## src/rtl/matmul_tile_sequencer.sv

```systemverilog
// Control FSM for one matrix-multiply job: walks C[i][j] over K in half-row chunks,
// issuing operand reads, PE strobes aligned to RAM data, and packed result writes.
module matmul_tile_sequencer #(
  parameter int M      = 8,
  parameter int N      = 8,
  parameter int HALVES = 2,
  parameter int LANES  = 4,
  parameter int PE_LAT = 2,
  parameter int AW     = 4
) (
  input  logic                                       clk,
  input  logic                                       rst,
  input  logic                                       valid,
  input  logic                                       hold,
  output logic                                       rd_en,
  output logic [AW-1:0]                              rd_addr_a,
  output logic [AW-1:0]                              rd_addr_b,
  output logic                                       pe_clr,
  output logic                                       pe_en,
  output logic                                       wr_en,
  output logic [AW-1:0]                              wr_addr,
  output logic [((LANES > 1) ? $clog2(LANES) : 1)-1:0] wr_lane,
  output logic                                       busy,
  output logic                                       stop
);

  localparam int IW    = (M > 1) ? $clog2(M) : 1;
  localparam int JW    = (N > 1) ? $clog2(N) : 1;
  localparam int HW    = (HALVES > 1) ? $clog2(HALVES) : 1;
  localparam int LW    = (LANES > 1) ? $clog2(LANES) : 1;
  localparam int DEPTH = 1 + PE_LAT;
  localparam int LPR   = N / LANES;

  if (M * HALVES > 2 ** AW || N * HALVES > 2 ** AW || (M * N) / LANES > 2 ** AW) begin : g_aw_too_small
    $error("matmul_tile_sequencer: AW too small for M/N/HALVES/LANES");
  end
  if (N % LANES != 0 || PE_LAT < 1) begin : g_bad_shape
    $error("matmul_tile_sequencer: N must be a multiple of LANES and PE_LAT >= 1");
  end

  typedef enum logic [1:0] {IDLE, RUN, DRAIN, DONE} state_t;

  state_t          state_reg, state_next;
  logic [IW-1:0]   i_reg, i_next;
  logic [JW-1:0]   j_reg, j_next;
  logic [HW-1:0]   h_reg, h_next;
  logic            issue;
  logic            drain_empty;

  logic            pipe_v_reg    [DEPTH];
  logic            pipe_clr_reg  [DEPTH];
  logic            pipe_last_reg [DEPTH];
  logic [IW-1:0]   pipe_i_reg    [DEPTH];
  logic [JW-1:0]   pipe_j_reg    [DEPTH];

  always_ff @(posedge clk or posedge rst) begin
    if (rst) begin
      state_reg <= IDLE;
      i_reg     <= '0;
      j_reg     <= '0;
      h_reg     <= '0;
    end else begin
      state_reg <= state_next;
      i_reg     <= i_next;
      j_reg     <= j_next;
      h_reg     <= h_next;
    end
  end

  // Drain completes once the entry now in the last stage is the only one left.
  always_comb begin
    drain_empty = 1'b1;
    for (int s = 0; s < DEPTH - 1; s++) begin
      if (pipe_v_reg[s]) drain_empty = 1'b0;
    end
  end

  always_comb begin
    state_next = state_reg;
    i_next     = i_reg;
    j_next     = j_reg;
    h_next     = h_reg;
    issue      = 1'b0;
    if (!hold) begin
      case (state_reg)
        IDLE: begin
          if (valid) begin
            state_next = RUN;
            i_next     = '0;
            j_next     = '0;
            h_next     = '0;
          end
        end
        RUN: begin
          issue = 1'b1;
          if (h_reg == HW'(HALVES - 1)) begin
            h_next = '0;
            if (j_reg == JW'(N - 1)) begin
              j_next = '0;
              if (i_reg == IW'(M - 1)) begin
                i_next     = '0;
                state_next = DRAIN;
              end else begin
                i_next = i_reg + 1'b1;
              end
            end else begin
              j_next = j_reg + 1'b1;
            end
          end else begin
            h_next = h_reg + 1'b1;
          end
        end
        DRAIN: begin
          if (drain_empty) state_next = DONE;
        end
        DONE: state_next = IDLE;
        default: state_next = IDLE;
      endcase
    end
  end

  for (genvar gi = 0; gi < DEPTH; gi++) begin : g_stage
    if (gi == 0) begin : g_head
      always_ff @(posedge clk or posedge rst) begin
        if (rst) begin
          pipe_v_reg[gi]    <= 1'b0;
          pipe_clr_reg[gi]  <= 1'b0;
          pipe_last_reg[gi] <= 1'b0;
          pipe_i_reg[gi]    <= '0;
          pipe_j_reg[gi]    <= '0;
        end else if (!hold) begin
          pipe_v_reg[gi]    <= issue;
          pipe_clr_reg[gi]  <= (h_reg == '0);
          pipe_last_reg[gi] <= (h_reg == HW'(HALVES - 1));
          pipe_i_reg[gi]    <= i_reg;
          pipe_j_reg[gi]    <= j_reg;
        end
      end
    end else begin : g_tail
      always_ff @(posedge clk or posedge rst) begin
        if (rst) begin
          pipe_v_reg[gi]    <= 1'b0;
          pipe_clr_reg[gi]  <= 1'b0;
          pipe_last_reg[gi] <= 1'b0;
          pipe_i_reg[gi]    <= '0;
          pipe_j_reg[gi]    <= '0;
        end else if (!hold) begin
          pipe_v_reg[gi]    <= pipe_v_reg[gi-1];
          pipe_clr_reg[gi]  <= pipe_clr_reg[gi-1];
          pipe_last_reg[gi] <= pipe_last_reg[gi-1];
          pipe_i_reg[gi]    <= pipe_i_reg[gi-1];
          pipe_j_reg[gi]    <= pipe_j_reg[gi-1];
        end
      end
    end
  end

  assign rd_en     = issue;
  assign rd_addr_a = AW'(i_reg) * AW'(HALVES) + AW'(h_reg);
  assign rd_addr_b = AW'(j_reg) * AW'(HALVES) + AW'(h_reg);
  assign pe_en     = pipe_v_reg[0] && !hold;
  assign pe_clr    = pipe_v_reg[0] && pipe_clr_reg[0] && !hold;
  assign wr_en     = pipe_v_reg[DEPTH-1] && pipe_last_reg[DEPTH-1] && !hold;
  assign busy      = (state_reg == RUN) || (state_reg == DRAIN);
  assign stop      = (state_reg == DONE) && !hold;

  always_comb begin
    int jl;
    jl      = int'(pipe_j_reg[DEPTH-1]);
    wr_addr = AW'(pipe_i_reg[DEPTH-1]) * AW'(LPR) + AW'(jl / LANES);
    wr_lane = LW'(jl % LANES);
  end

endmodule
```

## config.mk

```make
export PLATFORM = sky130hd
export DESIGN_NAME = matmul_tile_sequencer
export DESIGN_NICKNAME = d
export VERILOG_FILES = /design/src/rtl/matmul_tile_sequencer.sv
export SDC_FILE = /design/constraint.sdc
export NUM_CORES = 1
export LEC_CHECK = 0
export ABC_AREA = 1
export CORE_UTILIZATION = 45
export CTS_CLUSTER_DIAMETER = 50
export DETAILED_ROUTE_END_ITERATION = 12
export PLACE_DENSITY = 0.68
export SETUP_SLACK_MARGIN = 0.2
export SLEW_MARGIN = 20
export SYNTH_ARGS = -nofsm -noshare
export SYNTH_HDL_FRONTEND = slang
export SYNTH_SLANG_ARGS = --single-unit
```

## constraint.sdc

```tcl
create_clock -name clk -period 2.9 [get_ports clk]
set_clock_uncertainty 0.2 [all_clocks]
set_input_delay 0.58 -clock clk [delete_from_list [all_inputs] [get_ports clk]]
set_output_delay 0.58 -clock clk [all_outputs]
set_load 0.01 [all_outputs]
```

==> impl_metrics.env <==
export IMPL_area_growth_pct=21.6
export IMPL_start_util=0.487
export IMPL_slowest_stage="clkdlybuf4s50_1"
export IMPL_cts_root_buffer="clkbuf_8"
export IMPL_crit_family="buffers and inverters"
export IMPL_routedWlPerCell_um=10.6
export IMPL_fmax_ghz=0.385
export IMPL_pwr_density_cell_nw_per_um2=920
export IMPL_endpoint_kind="output port"
export IMPL_netlist_area_um2=1680
export IMPL_cap_violations=0
export IMPL_crit_arrival_ns=1.82
export IMPL_vias_per_cell=4.53
export IMPL_die_h_um=63.0
export IMPL_synth_fp_nets=212
export IMPL_drive_gt1_frac=0.105
export IMPL_place_gp_congestion=0.815
export IMPL_worst_path_most_repeated_cell="inv_1"
export IMPL_crit_chain="inv_1 > ha_2 > inv_1 > nor2_1 > clkdlybuf4s50_1"
export IMPL_fin_setup_tns_ns=0
export IMPL_synthTopCellsByArea="dfrtp_1 (51%), nand2_1 (20%), ha_1 (7.5%)"
export IMPL_cts_hold_buf=0
export IMPL_num_nets_final=232
export IMPL_rsz0062_at_grt="false"
export IMPL_vias=1201
export IMPL_power_switching_share=0.334
export IMPL_wl_met2_mm=1.31
export IMPL_io_buffers=23
export IMPL_grt_first_pass_wirelength_mm=5.06
export IMPL_die_w_um=63.0
export IMPL_synth_cell_types=20
export IMPL_met3_length_um=107
export IMPL_cts_clk_slew_worst_paths_ns=0.07
export IMPL_slew_violations=0
export IMPL_first_pass_iters=4
export IMPL_fin_crit_ns=2.60
export IMPL_overflow=0
export IMPL_antenna_found_initial=0
export IMPL_cts_repair_resized=2
export IMPL_highest_layer="met4"
export IMPL_grt_usage=0.168
export IMPL_grt_max_degree=35
export IMPL_ant_nets=0
export IMPL_num_rows=21
export IMPL_syn_avg_cell_area_um2=8.47
export IMPL_hold_path_class="register to register"
export IMPL_critPathBufInv=3
export IMPL_cts_tree="done"
export IMPL_power_mw=1.87
export IMPL_status="finished clean"
export IMPL_worst_pin_slew_ns=0.419
export IMPL_critPathLaunchType="register"
export IMPL_drc_errors=0
export IMPL_cp_data_required_time_ns=2.12
export IMPL_p_comb_frac=0.348
export IMPL_die_area_um2=3970
export IMPL_ff2ff_path_depth=8
export IMPL_p_int_mw=1.25
export IMPL_p_seq_frac=0.376
export IMPL_place_inst=257
export IMPL_cts_sinks=34
export IMPL_period_share=0.896
export IMPL_totalWireLength_mm=2.82
export IMPL_leakage_nw=1.09
export IMPL_ctsHtreeMaxLevel=2
export IMPL_clockBufferDepth=2
export IMPL_ys_ff_latch=34
export IMPL_cp_depth=5
export IMPL_yosysSeqAreaShare=0.507
export IMPL_antenna_cells=0
export IMPL_cts_setup_buffers=0
export IMPL_hold_viol_final=0
export IMPL_drt_initial_drc_count=77
export IMPL_cp_max_fo=4
export IMPL_numCtsBuffers=5
export IMPL_syn_inst=198
export IMPL_ir_worst_vdd_v=0.000601
export IMPL_slowest_delay_ns=0.56
export IMPL_grt_pass1_vias=1128
export IMPL_critPathKind="register to output port"
export IMPL_yosys_area_top_type="dfrtp_1"
export IMPL_instances_no_fill=265
export IMPL_clock_power_share=0.277
export IMPL_finalSetupViolCount=0
export IMPL_core_area_um2=3440
export IMPL_relSlewSlack=0.721
export IMPL_ys_warnings_count=0
export IMPL_net_switching_power_uw=626
export IMPL_hpwl_mm=1.88
export IMPL_wl_met1_mm=1.38
export IMPL_whs_path_depth=2
export IMPL_clk_latency_ns=0.29
export IMPL_post_synth_top_area_fraction=0.507
export IMPL_io_pins=24
[synth_stat cells]
master	n
nand2_1	88
buf_2	3
nand3b_1	4
nand2_2	2
o21ai_1	1
nand2_4	2
nor3b_1	1
nor2_1	10
or2_2	1
nand3_1	4
o21bai_1	2
inv_1	17
ha_1	10
buf_4	10
dfrtp_1	34
nor2_2	2
nor2_8	1
a21oi_1	1
o21ai_0	3
inv_2	2
[tightest hold or removal path: stages (launching register included)]
cell and delay (ns):
dfrtp_1 0.34, nand2_1 0.05, nand2_1 0.05
[power groups by stage]
| stage | combinational, mW | sequential [mW] | clock (mW) |
|---|---|---|---|
| after floorplan | 0.453 | 0.700 | 0 |
| after global placement | 0.633 | 0.706 | 0 |
| after detailed placement | 0.650 | 0.713 | 0 |
| after CTS | 0.657 | 0.706 | 0.532 |
| after global routing | 0.732 | 0.725 | 0.558 |
| final | 0.651 | 0.704 | 0.519 |
[layout make-up]
| cell class | count | area, um2 |
|---|---|---|
| clock buffers | 5 | 68.8 |
| repair buffers | 26 | 251 |
| multi-input cells | 132 | 669 |
| clock inverters | 3 | 68.8 |
| fillers | 324 | 1400 |
| well taps | 46 | 57.6 |
| flip-flops and latches | 34 | 851 |
| inverters | 19 | 71.3 |
[layer usage]
metal	vias to the layer above	global-route usage
met5	-	0
met1	544	0.202
met2	24	0.263
met3	3	0.0602
met4	0	0.0843
li1	630	-
[worst paths after layout]
kind | startpoint | to | slack, ns
max | state_reg[1]$_DFFE_PP0P_ | rd_en | 0.30
min | pipe_j_reg[4]$_DFFE_PP0N_ | pipe_j_reg[1]$_DFFE_PP0N_ | 0.27
max reg2reg | state_reg[1]$_DFFE_PP0P_ | state_reg[1]$_DFFE_PP0P_ | 1.19
min reg2reg | pipe_j_reg[4]$_DFFE_PP0N_ | pipe_j_reg[1]$_DFFE_PP0N_ | 0.27
max in group asynchronous | rst | state_reg[1]$_DFFE_PP0P_ | 1.71
min in group asynchronous | rst | pipe_last_reg[1]$_DFFE_PP0N_ | 0.49
[layout by cell type (no fill, tap or decap), types with 2 or more instances in the layout]
cell type        instances
ha_1                     9
nor2_2                   3
bufinv_16                2
dfrtp_1                 34
buf_4                    3
nand2_4                  2
o21ai_0                  3
inv_2                    2
o21bai_1                 2
nor2_1                   9
nand3b_1                 4
nand2_2                  2
clkdlybuf4s50_1         22
inv_1                   17
nand2_1                 88
clkbuf_8                 5
nand3_1                  4
[stage by stage]
step / instance area [um2] / worst slack (ns) / hold slack [ns] / utilization
global route: 2040 / 0.211 / 0.302 / 0.592
floorplan: 1680 / 0.937 / 0.242 / -
CTS: 2040 / 0.224 / 0.274 / 0.591
detailed placement: 1900 / 0.158 / 0.253 / 0.551
global placement: 1900 / 0.214 / 0.254 / 0.551
finish: 2040 / 0.300 / 0.272 / 0.592
[cell families after synthesis]
kind of cell,count (synthesis),share of synthesized area
AO/OA/AOI/OAI,7,0.0239
adder cells (fa/ha/maj),10,0.0746
buffers and inverters,32,0.0963
flip-flops,34,0.507
AND/OR/NAND/NOR,115,0.298
Note: power is estimated with default switching activity, not from simulation.
